--- src/rtl/lru_refill_ctrl.sv ---
// Miss/refill sequencer that owns the LRU update port and arbitrates it against lookup hit updates.
// Define LRU_REFILL_PERF_EN to add saturating miss and writeback counters.
module lru_refill_ctrl #(
  parameter int ASSOCIATIVITY = 4,
  parameter int INDEX_BITS    = 8,
  parameter int OUTPUT_BITS   = 2,
  parameter int TAG_BITS      = 20,
  parameter int LINE_BITS     = 256
) (
  input  logic                           clk,
  input  logic                           rst_n,
  input  logic                           miss_valid,
  output logic                           miss_ready,
  input  logic [INDEX_BITS-1:0]          miss_index,
  input  logic [TAG_BITS-1:0]            miss_tag,
  output logic                           miss_done,
  input  logic                           hit_upd_valid,
  input  logic [INDEX_BITS-1:0]          hit_upd_index,
  input  logic [OUTPUT_BITS-1:0]         hit_upd_way,
  output logic                           hit_upd_stall,
  output logic [INDEX_BITS-1:0]          lru_line_selector,
  output logic [OUTPUT_BITS-1:0]         lru_referenced_set,
  output logic                           lru_update,
  input  logic [OUTPUT_BITS-1:0]         lru_way,
  output logic [OUTPUT_BITS-1:0]         victim_way,
  input  logic                           victim_dirty,
  input  logic [TAG_BITS-1:0]            victim_tag,
  output logic                           mem_wr_valid,
  input  logic                           mem_wr_ready,
  output logic [TAG_BITS+INDEX_BITS-1:0] mem_wr_addr,
  output logic                           mem_rd_valid,
  input  logic                           mem_rd_ready,
  output logic [TAG_BITS+INDEX_BITS-1:0] mem_rd_addr,
  input  logic                           mem_rd_resp_valid,
  input  logic [LINE_BITS-1:0]           mem_rd_resp_data,
  output logic                           fill_en,
  output logic [OUTPUT_BITS-1:0]         fill_way,
  output logic [INDEX_BITS-1:0]          fill_index,
  output logic [LINE_BITS-1:0]           fill_data,
  output logic [TAG_BITS-1:0]            fill_tag
`ifdef LRU_REFILL_PERF_EN
  ,
  output logic [31:0]                    perf_miss_cnt,
  output logic [31:0]                    perf_wb_cnt
`endif
);

  if (ASSOCIATIVITY < 2 || (1 << OUTPUT_BITS) < ASSOCIATIVITY) begin : g_bad_cfg
    $error("lru_refill_ctrl: OUTPUT_BITS too narrow for ASSOCIATIVITY");
  end

  typedef enum logic [2:0] {
    S_IDLE, S_VICTIM, S_WB, S_RD, S_RD_WAIT, S_FILL, S_DONE
  } state_t;

  state_t                 state, state_nx;
  logic [INDEX_BITS-1:0]  idx_q;
  logic [TAG_BITS-1:0]    tag_q;
  logic [TAG_BITS-1:0]    wb_tag_q;
  logic [OUTPUT_BITS-1:0] way_q;
  logic [LINE_BITS-1:0]   data_q;

  always_ff @(posedge clk) begin
    if (!rst_n) begin
      state    <= S_IDLE;
      idx_q    <= '0;
      tag_q    <= '0;
      wb_tag_q <= '0;
      way_q    <= '0;
      data_q   <= '0;
    end else begin
      state <= state_nx;
      case (state)
        S_IDLE: if (miss_valid) begin
          idx_q <= miss_index;
          tag_q <= miss_tag;
        end
        S_VICTIM: begin
          way_q    <= lru_way;
          wb_tag_q <= victim_tag;
        end
        S_RD_WAIT: if (mem_rd_resp_valid) data_q <= mem_rd_resp_data;
        default: ;
      endcase
    end
  end

  always_comb begin
    state_nx           = state;
    miss_ready         = 1'b0;
    miss_done          = 1'b0;
    hit_upd_stall      = 1'b0;
    lru_line_selector  = '0;
    lru_referenced_set = '0;
    lru_update         = 1'b0;
    victim_way         = '0;
    mem_wr_valid       = 1'b0;
    mem_wr_addr        = '0;
    mem_rd_valid       = 1'b0;
    mem_rd_addr        = '0;
    fill_en            = 1'b0;
    fill_way           = '0;
    fill_index         = '0;
    fill_data          = '0;
    fill_tag           = '0;
    case (state)
      S_IDLE: begin
        miss_ready = 1'b1;
        if (miss_valid) state_nx = S_VICTIM;
      end
      S_VICTIM: begin
        lru_line_selector = idx_q;
        victim_way        = lru_way;
        state_nx          = victim_dirty ? S_WB : S_RD;
      end
      S_WB: begin
        mem_wr_valid = 1'b1;
        mem_wr_addr  = {wb_tag_q, idx_q};
        if (mem_wr_ready) state_nx = S_RD;
      end
      S_RD: begin
        mem_rd_valid = 1'b1;
        mem_rd_addr  = {tag_q, idx_q};
        if (mem_rd_ready) state_nx = S_RD_WAIT;
      end
      S_RD_WAIT: if (mem_rd_resp_valid) state_nx = S_FILL;
      S_FILL: begin
        fill_en            = 1'b1;
        fill_way           = way_q;
        fill_index         = idx_q;
        fill_data          = data_q;
        fill_tag           = tag_q;
        lru_update         = 1'b1;
        lru_line_selector  = idx_q;
        lru_referenced_set = way_q;
        state_nx           = S_DONE;
      end
      S_DONE: begin
        miss_done = 1'b1;
        state_nx  = S_IDLE;
      end
      default: state_nx = S_IDLE;
    endcase
    // VICTIM reads and FILL writes the LRU port, so hits must wait there.
    if (hit_upd_valid) begin
      if (state == S_VICTIM || state == S_FILL) begin
        hit_upd_stall = 1'b1;
      end else begin
        lru_update         = 1'b1;
        lru_line_selector  = hit_upd_index;
        lru_referenced_set = hit_upd_way;
      end
    end
  end

`ifdef LRU_REFILL_PERF_EN
  always_ff @(posedge clk) begin
    if (!rst_n) begin
      perf_miss_cnt <= '0;
      perf_wb_cnt   <= '0;
    end else begin
      if (state == S_IDLE && miss_valid && perf_miss_cnt != 32'hFFFF_FFFF)
        perf_miss_cnt <= perf_miss_cnt + 32'd1;
      if (state == S_WB && mem_wr_ready && perf_wb_cnt != 32'hFFFF_FFFF)
        perf_wb_cnt <= perf_wb_cnt + 32'd1;
    end
  end
`endif

endmodule

--- config.mk ---
export PLATFORM = sky130hd
export DESIGN_NAME = lru_refill_ctrl
export DESIGN_NICKNAME = d
export VERILOG_FILES = /design/src/rtl/lru_refill_ctrl.sv
export SDC_FILE = /design/constraint.sdc
export NUM_CORES = 1
export LEC_CHECK = 0
export BUFFER_PORTS_ARGS = -buffer_cell sky130_fd_sc_hd__buf_2
export CAP_MARGIN = 20
export CORE_AREA = 2 2 267 269
export DETAILED_ROUTE_END_ITERATION = 7
export DIE_AREA = 0 0 269 271
export PLACE_DENSITY_LB_ADDON = 0.15
export SLEW_MARGIN = 25
export SYNTH_ARGS = -nofsm -noshare
export SYNTH_HDL_FRONTEND = slang
export SYNTH_SLANG_ARGS = --single-unit
--- constraint.sdc ---
create_clock -name clk -period 3.2 [get_ports clk]
set_input_delay 0.32 -clock clk [delete_from_list [all_inputs] [get_ports clk]]
set_output_delay 0.32 -clock clk [all_outputs]
set_load 0.1 [all_outputs]
==> key figures, run 1 <==
Final layout
  • Share of layout cells above drive strength 1: 29.6%
  • Commonest cells after routing, fill and taps aside: buf_2 (684), nand2_1 (628), a21oi_1 (308), dfxtp_1 (308), dlygate4sd3_1 (287)
  • Nets: 3003
  • Area delta synth->final: 62.9%
  • Commonest non-fill, non-tap cell in the layout: buf_2
  • Non-Filler Instances: 3652

Run
  • # Max-Cap Violations: 0

Yosys
  • Area share of the largest cell type after synthesis: 46.0%
  • Ys async rst share: 0%
  • Count of different cell masters after synthesis: 33
  • Yosys warns: 0
  • Avg Cell Area, Syn: 7.45 sq um
  • Synth area leaders: dfxtp_1 (46%), nand2_1 (18%), and3_1 (13%), a21oi_1 (11%), clkbuf_1 (2.7%)
  • Synth Register Bits: 309
  • Mapped Cells: 1804
  • Post-synth EDFFs: 0
  • Sequential area share after synthesis: 46.0%
  • Top_reg_cell synth: dfxtp_1
  • Area leader, netlist: dfxtp_1
  • Post-Synthesis Cell Area: 0.0134 sq mm
  • Syn Nets: 2128

Critical path
  • R2R setup slack: 1.13 ns
  • CP Cell Sequence: buf_12, and3_1, buf_2
  • Crit path max-delay family: buffers and inverters
  • Slowest-stage cell, CP: dfxtp_4
  • Endpoint type of the worst setup path: output pin
  • Kind of critical path: reg -> out
  • Crit path required time: 2.88 ns
  • CP startpoint kind: register
  • Crit-path max cell delay: 0.63 ns
  • CP bufs+invs: 2
  • CP arrival: 2.56 ns
  • CP max FO: 138

Clock tree
  • Max Root-Sink Buffers: 3
  • Total CTS buffers: 41
  • CTS Root Cell: clkbuf_16
  • H-tree depth: 2
  • Clk Latency, worst-skew pair: 0.56 ns
  • CTS tree: built
  • CTS clk-pin slew, worst paths: 0.05 ns
  • Post-CTS setup buffers: 0
  • # clock sinks: 309
  • CTS resizes: 0

Routing
  • Drt first pass iters: 5
  • Remaining DRCs: 0
  • Routed WL: 59700 um
  • DR vias: 15606
  • Met2 WL post-DR: 29400 um
  • Wire per inst: 16.4 um
  • Post-route ant nets: 0
  • Highest metal used: met4
  • DRT iter0 DRCs: 801
  • Vias/cell: 4.27
  • Met3 routed WL: 4170 um
  • Met1 wire length: 24100 um

Global route
  • First-pass GRT wire length: 89000 um
  • Number of global-route vias before repair: 15501
  • Gr usage total: 15.4%
  • Largest net degree at the start of global routing: 139
  • Global route overflow: 0
  • Initial antenna violation count: 4

Die
  • Core area: 0.0698 sq mm
  • Ports: 685
  • Die H: 271 um
  • # rows: 97
  • Die X-Extent: 269 um
  • Die ar.: 0.0729 sq mm
  • Initial Util: 19.3%

STA
  • Final worst path period need: 2.88 ns
  • Slew HR: 52.1%
  • Final Hold Fails: 0
  • Tcrit/Tclk final: 90.1%
  • # setup viols final: 0
  • Final setup TNS: 0 ns
  • Slew @ Worst Pin: 0.718 ns
  • Max Slew Vio Count: 0
  • Clock skew: 0.0243 ns
  • Max Fclk: 347 MHz
  • RSZ-0062 raised after global routing: no

Pwr
  • Pwr Density: 471 mW/mm^2
  • Leakage: 10.6 nW
  • Total power draw: 10.3 mW
  • VDD IR max: 357 uV

Placed design
  • DPL Wire Length: 41600 um
  • Port buffer count: 684
  • Placed cell count: 3289
  • Gpl congestion: 0.836

Worst hold path
  • Hold Path Class: in -> reg

Status
  • Outcome: finished clean
## area by class of cell
class / instances / area (sq um)
fillers: 7586 / 47900
multi-input cells: 1314 / 6360
clock buffers: 65 / 1310
flip-flops and latches: 309 / 6190
diodes: 4 / 10.0
repair buffers: 1010 / 6740
clock inverters: 7 / 93.8
inverters: 3 / 18.8
well taps: 940 / 1180
## worst min-delay path: cells and delay by family
| kind | cells | cell delay (ns) |
|---|---|---|
| buf+inv | 1 | 0.10 |
| simple gates | 1 | 0.06 |
| compound gates | 1 | 0.06 |
## cells in the mapped netlist, drive strengths merged (2+ instances only)
master  instances
dfxtp         309
and3          286
and2           58
nand3           9
nor3b           2
nand2b          2
a21oi         308
and3b           2
buf            79
nor2            2
a31o            2
nand2         628
inv             3
nor2b           2
clkbuf         99
## per-layer routing
layer / global-route usage (%) / vias up
met1: 17.9 / 7313
met4: 6.08 / 0
li1: - / 7693
met2: 27.0 / 486
met3: 3.86 / 114
met5: 0 / -
## worst paths after layout
kind,from,to,cells after the start
hold / removal,mem_rd_resp_data[161],data_q[161],3
setup reg to reg,state[2],data_q[192],5
hold reg to reg,data_q[195],data_q[195],2
setup / recovery,state[2],fill_data[96],3
## stage by stage
step | area, sq um | worst slack [ns] | utilization [%] | hold WS, ns
finish | 21900 | 0.316 | 31.4 | 0.0471
global route | 21900 | 0.252 | 31.4 | 0.00861
CTS | 21900 | 0.325 | 31.4 | 0.00114
detailed placement | 17600 | 0.948 | 25.2 | 0.442
global placement | 17600 | 0.982 | 25.2 | 0.436
floorplan | 13400 | 0.330 | - | 0.432
## sequential cells by signal, indices dropped and copies added (netlist names)
register	cells
state	3
way_q	2
data_q	256
tag_q	20
wb_tag_q	20
idx_q	8
## what timing repair did
item	in CTS	in global routing
setup endpoints to repair	0	0
hold endpoints to repair	287	0
hold buffers	287	0
## report_power, final
group	switching, mW	internal [mW]
Clock	1.80	2.95
Sequential	0.0709	3.94
Combinational	0.971	0.577
Total	2.84	7.47
## logic make-up (layout without fill, tap and decap cells)
family,after synthesis,in the layout,synth area share (%)
other,0,4,0
muxes,2,2,0.158
and+or+nand+nor,998,998,35.0
DFF,309,309,46.0
AOI/OAI and AO/OA,314,314,11.8
buffers and inverters,181,1085,7.00
Note: power is estimated with default switching activity, not from simulation.
==> inputs of run 2 (changes only) <==
- ABC_AREA: unset -> 1
- CORE_AREA: 2 2 267 269 -> 2 2 264 266
- DIE_AREA: 0 0 269 271 -> 0 0 266 268
==> run 2 against run 1 <==
Against the previous run: via count fell by 13%; clock power down 4%; synthesized cell count is 1.3% lower; register-to-register slack worse by 0.17 ns; power up 15%; fmax is 1.2% lower; largest cell class is now registers.
==> key figures, run 2 <==
Placed design
  • Setup WS pre-CTS: 0.864 ns
  • Port buffer count: 684
  • Gpl congestion: 0.844
  • Area of placed instances: 0.0183 sq mm
  • Placed cell count: 3243
  • DPL Wire Length: 38900 um

Global route
  • Initial antenna violation count: 11
  • Gr usage total: 13.5%
  • Number of global-route vias before repair: 13161
  • Global route overflow: 0
  • Largest net degree at the start of global routing: 120
  • First-pass GRT wire length: 75800 um

Die
  • Initial Util: 19.0%
  • Ports: 685
  • Core area: 0.0682 sq mm
  • Die X-Extent: 266 um
  • Die ar.: 0.0713 sq mm
  • Die H: 268 um
  • # rows: 96

STA
  • # setup viols final: 0
  • RSZ-0062 raised after global routing: no
  • Clock skew: 0.0136 ns
  • Slew @ Worst Pin: 0.865 ns
  • Final setup TNS: 0 ns
  • Max Fclk: 343 MHz
  • Final Hold Fails: 0
  • Max Slew Vio Count: 0
  • Tcrit/Tclk final: 91.2%
  • Setup ws final: 0.281 ns
  • Final worst path period need: 2.92 ns
  • Slew HR: 42.4%

Pwr
  • Leakage: 8.30 nW
  • Psw: 4.07 mW
  • VDD IR max: 294 uV
  • Pwr Density: 599 mW/mm^2
  • Sw frac: 34.4%
  • Internal: 7.76 mW
  • Clock Power Share: 38.7%
  • Sequential Power Share: 37.3%
  • Logic pwr share: 23.9%

Final layout
  • Final Instance Area: 0.0197 sq mm
  • # fillers: 7546
  • Register area: 0.00619 sq mm
  • Nets: 2741
  • Largest reg by FF count: data_q
  • Non-Filler Instances: 3335
  • Biggest regs: data_q: 256 flops, tag_q: 20 flops, wb_tag_q: 20 flops
  • Area delta synth->final: 52.6%
  • Flip-flop count of the largest register after layout: 256
  • Commonest cells after routing, fill and taps aside: buf_2 (600), nor2_1 (348), inv_1 (318)
  • Share of layout cells above drive strength 1: 32.4%
  • Multi-input logic area: 0.00466 sq mm
  • Commonest non-fill, non-tap cell in the layout: buf_2

Yosys
  • Ys async rst share: 0%
  • Syn Nets: 2105
  • Top cells by count, synth: nor2_1 (348), inv_1 (318), dfxtp_1 (309)
  • Synth Register Bits: 309
  • Area leader, netlist: dfxtp_1
  • Post-Synthesis Cell Area: 0.0129 sq mm
  • Count of different cell masters after synthesis: 23
  • Synth area leaders: dfxtp_1 (48%), a21oi_1 (12%), nor2_1 (10%), o21ai_0 (9.7%), inv_1 (9.2%)
  • Mapped Cells: 1781
  • Top_reg_cell synth: dfxtp_1
  • Yosys warns: 0
  • Avg Cell Area, Syn: 7.27 sq um
  • Area share of the largest cell type after synthesis: 47.8%
  • Most common cell in the netlist: nor2_1
  • Sequential area share after synthesis: 47.8%
  • Post-synth EDFFs: 0

Clock tree
  • Clk Latency, worst-skew pair: 0.55 ns
  • CTS clk-pin slew, worst paths: 0.06 ns
  • CTS Root Cell: clkbuf_16
  • CTS tree: built
  • # clock sinks: 309
  • Post-CTS setup buffers: 0
  • Total CTS buffers: 40
  • Max Root-Sink Buffers: 3
  • H-tree depth: 2
  • CTS resizes: 0

Status
  • Outcome: finished clean

Critical path
  • CP max FO: 89
  • CP startpoint kind: register
  • Endpoint type of the worst setup path: output pin
  • CP arrival: 2.60 ns
  • Crit path required time: 2.88 ns
  • Kind of critical path: reg -> out

Routing
  • Remaining DRCs: 0
  • Drt first pass iters: 4
  • Wire per inst: 15.4 um
  • Met3 routed WL: 3520 um
  • Met2 WL post-DR: 25500 um
  • DRT iter0 DRCs: 605
  • Routed WL: 51300 um
  • Highest metal used: met5
  • DR vias: 13579
  • Met1 wire length: 20600 um
  • Post-route ant nets: 0
  • Vias/cell: 4.07

Run
  • # Max-Cap Violations: 0

Worst hold path
  • Hold Path Class: in -> reg
-- run 2: cell count changes after synthesis, moves of 12 or more --
cell,change
o21ai_0,+249
and3_1,-286
o21ai_1,+65
nor2_1,+346
buf_4,+12
and2_1,-58
clkbuf_1,-58
nand2_1,-611
inv_1,+315
-- run 2: layout make-up --
type	count	area share [%]
Inverter	321	6.10
Multi-Input combinational cell	1010	23.6
Clock inverter	8	0.640
Antenna cell	8	0.101
Sequential cell	309	31.3
Timing Repair Buffer	735	26.6
Clock buffer	62	6.10
Tap cell	882	5.59
-- run 2: logic make-up (layout without fill, tap and decap cells) --
group,Yosys count,after routing,share of synthesized area (%)
buffers and inverters,462,1126,16.3
AND/OR/NAND/NOR,385,385,11.7
AO/OA/AOI/OAI,625,625,24.2
flip-flops,309,309,47.8
other,0,8,0
-- run 2: final timing paths --
path,startpoint,endpoint,slack (ns),cells past startpoint
setup / recovery,state[0],fill_data[180],0.28,6
hold / removal,mem_rd_resp_data[162],data_q[162],0.04,3
setup reg to reg,state[2],data_q[189],0.96,5
hold reg to reg,wb_tag_q[14],wb_tag_q[14],0.45,2
-- run 2: what timing repair did --
item                                    4_1_cts  5_1_grt
hold endpoints to repair                     14        0
endpoints found under the setup margin        0        0
hold buffers                                 14        0
-- run 2: per-stage QoR --
stage / util [%] / hold slack [ns] / total power, mW
floorplan: - / 0.430 / 6.65
global placement: 26.8 / 0.438 / 7.30
detailed placement: 26.8 / 0.443 / 7.33
CTS: 28.9 / 0.000641 / 12.0
global route: 28.9 / 0.0197 / 12.4
finish: 28.9 / 0.0420 / 11.8
-- run 2: per-layer routing --
layer	vias up	global-route usage, %
li1	6870	-
met5	-	0
met2	425	23.7
met3	83	3.50
met4	6	5.47
met1	6195	15.8
-- run 2: critical path: stages (launching register included) --
cell and delay [ns]:
dfxtp_1 0.56, nand2_2 0.11, inv_2 0.13, nand2_8 0.22, buf_12 0.28, nor2_1 0.18
buf_2 0.45
-- run 2: power groups by stage --
stage / sequential (mW) / combinational [mW] / clock (mW)
6_report: 4.42 / 2.83 / 4.58
3_3_place_gp: 4.49 / 2.81 / 0
3_5_place_dp: 4.50 / 2.83 / 0
2_1_floorplan: 4.45 / 2.20 / 0
5_1_grt: 4.46 / 3.08 / 4.91
4_1_cts: 4.42 / 2.85 / 4.77
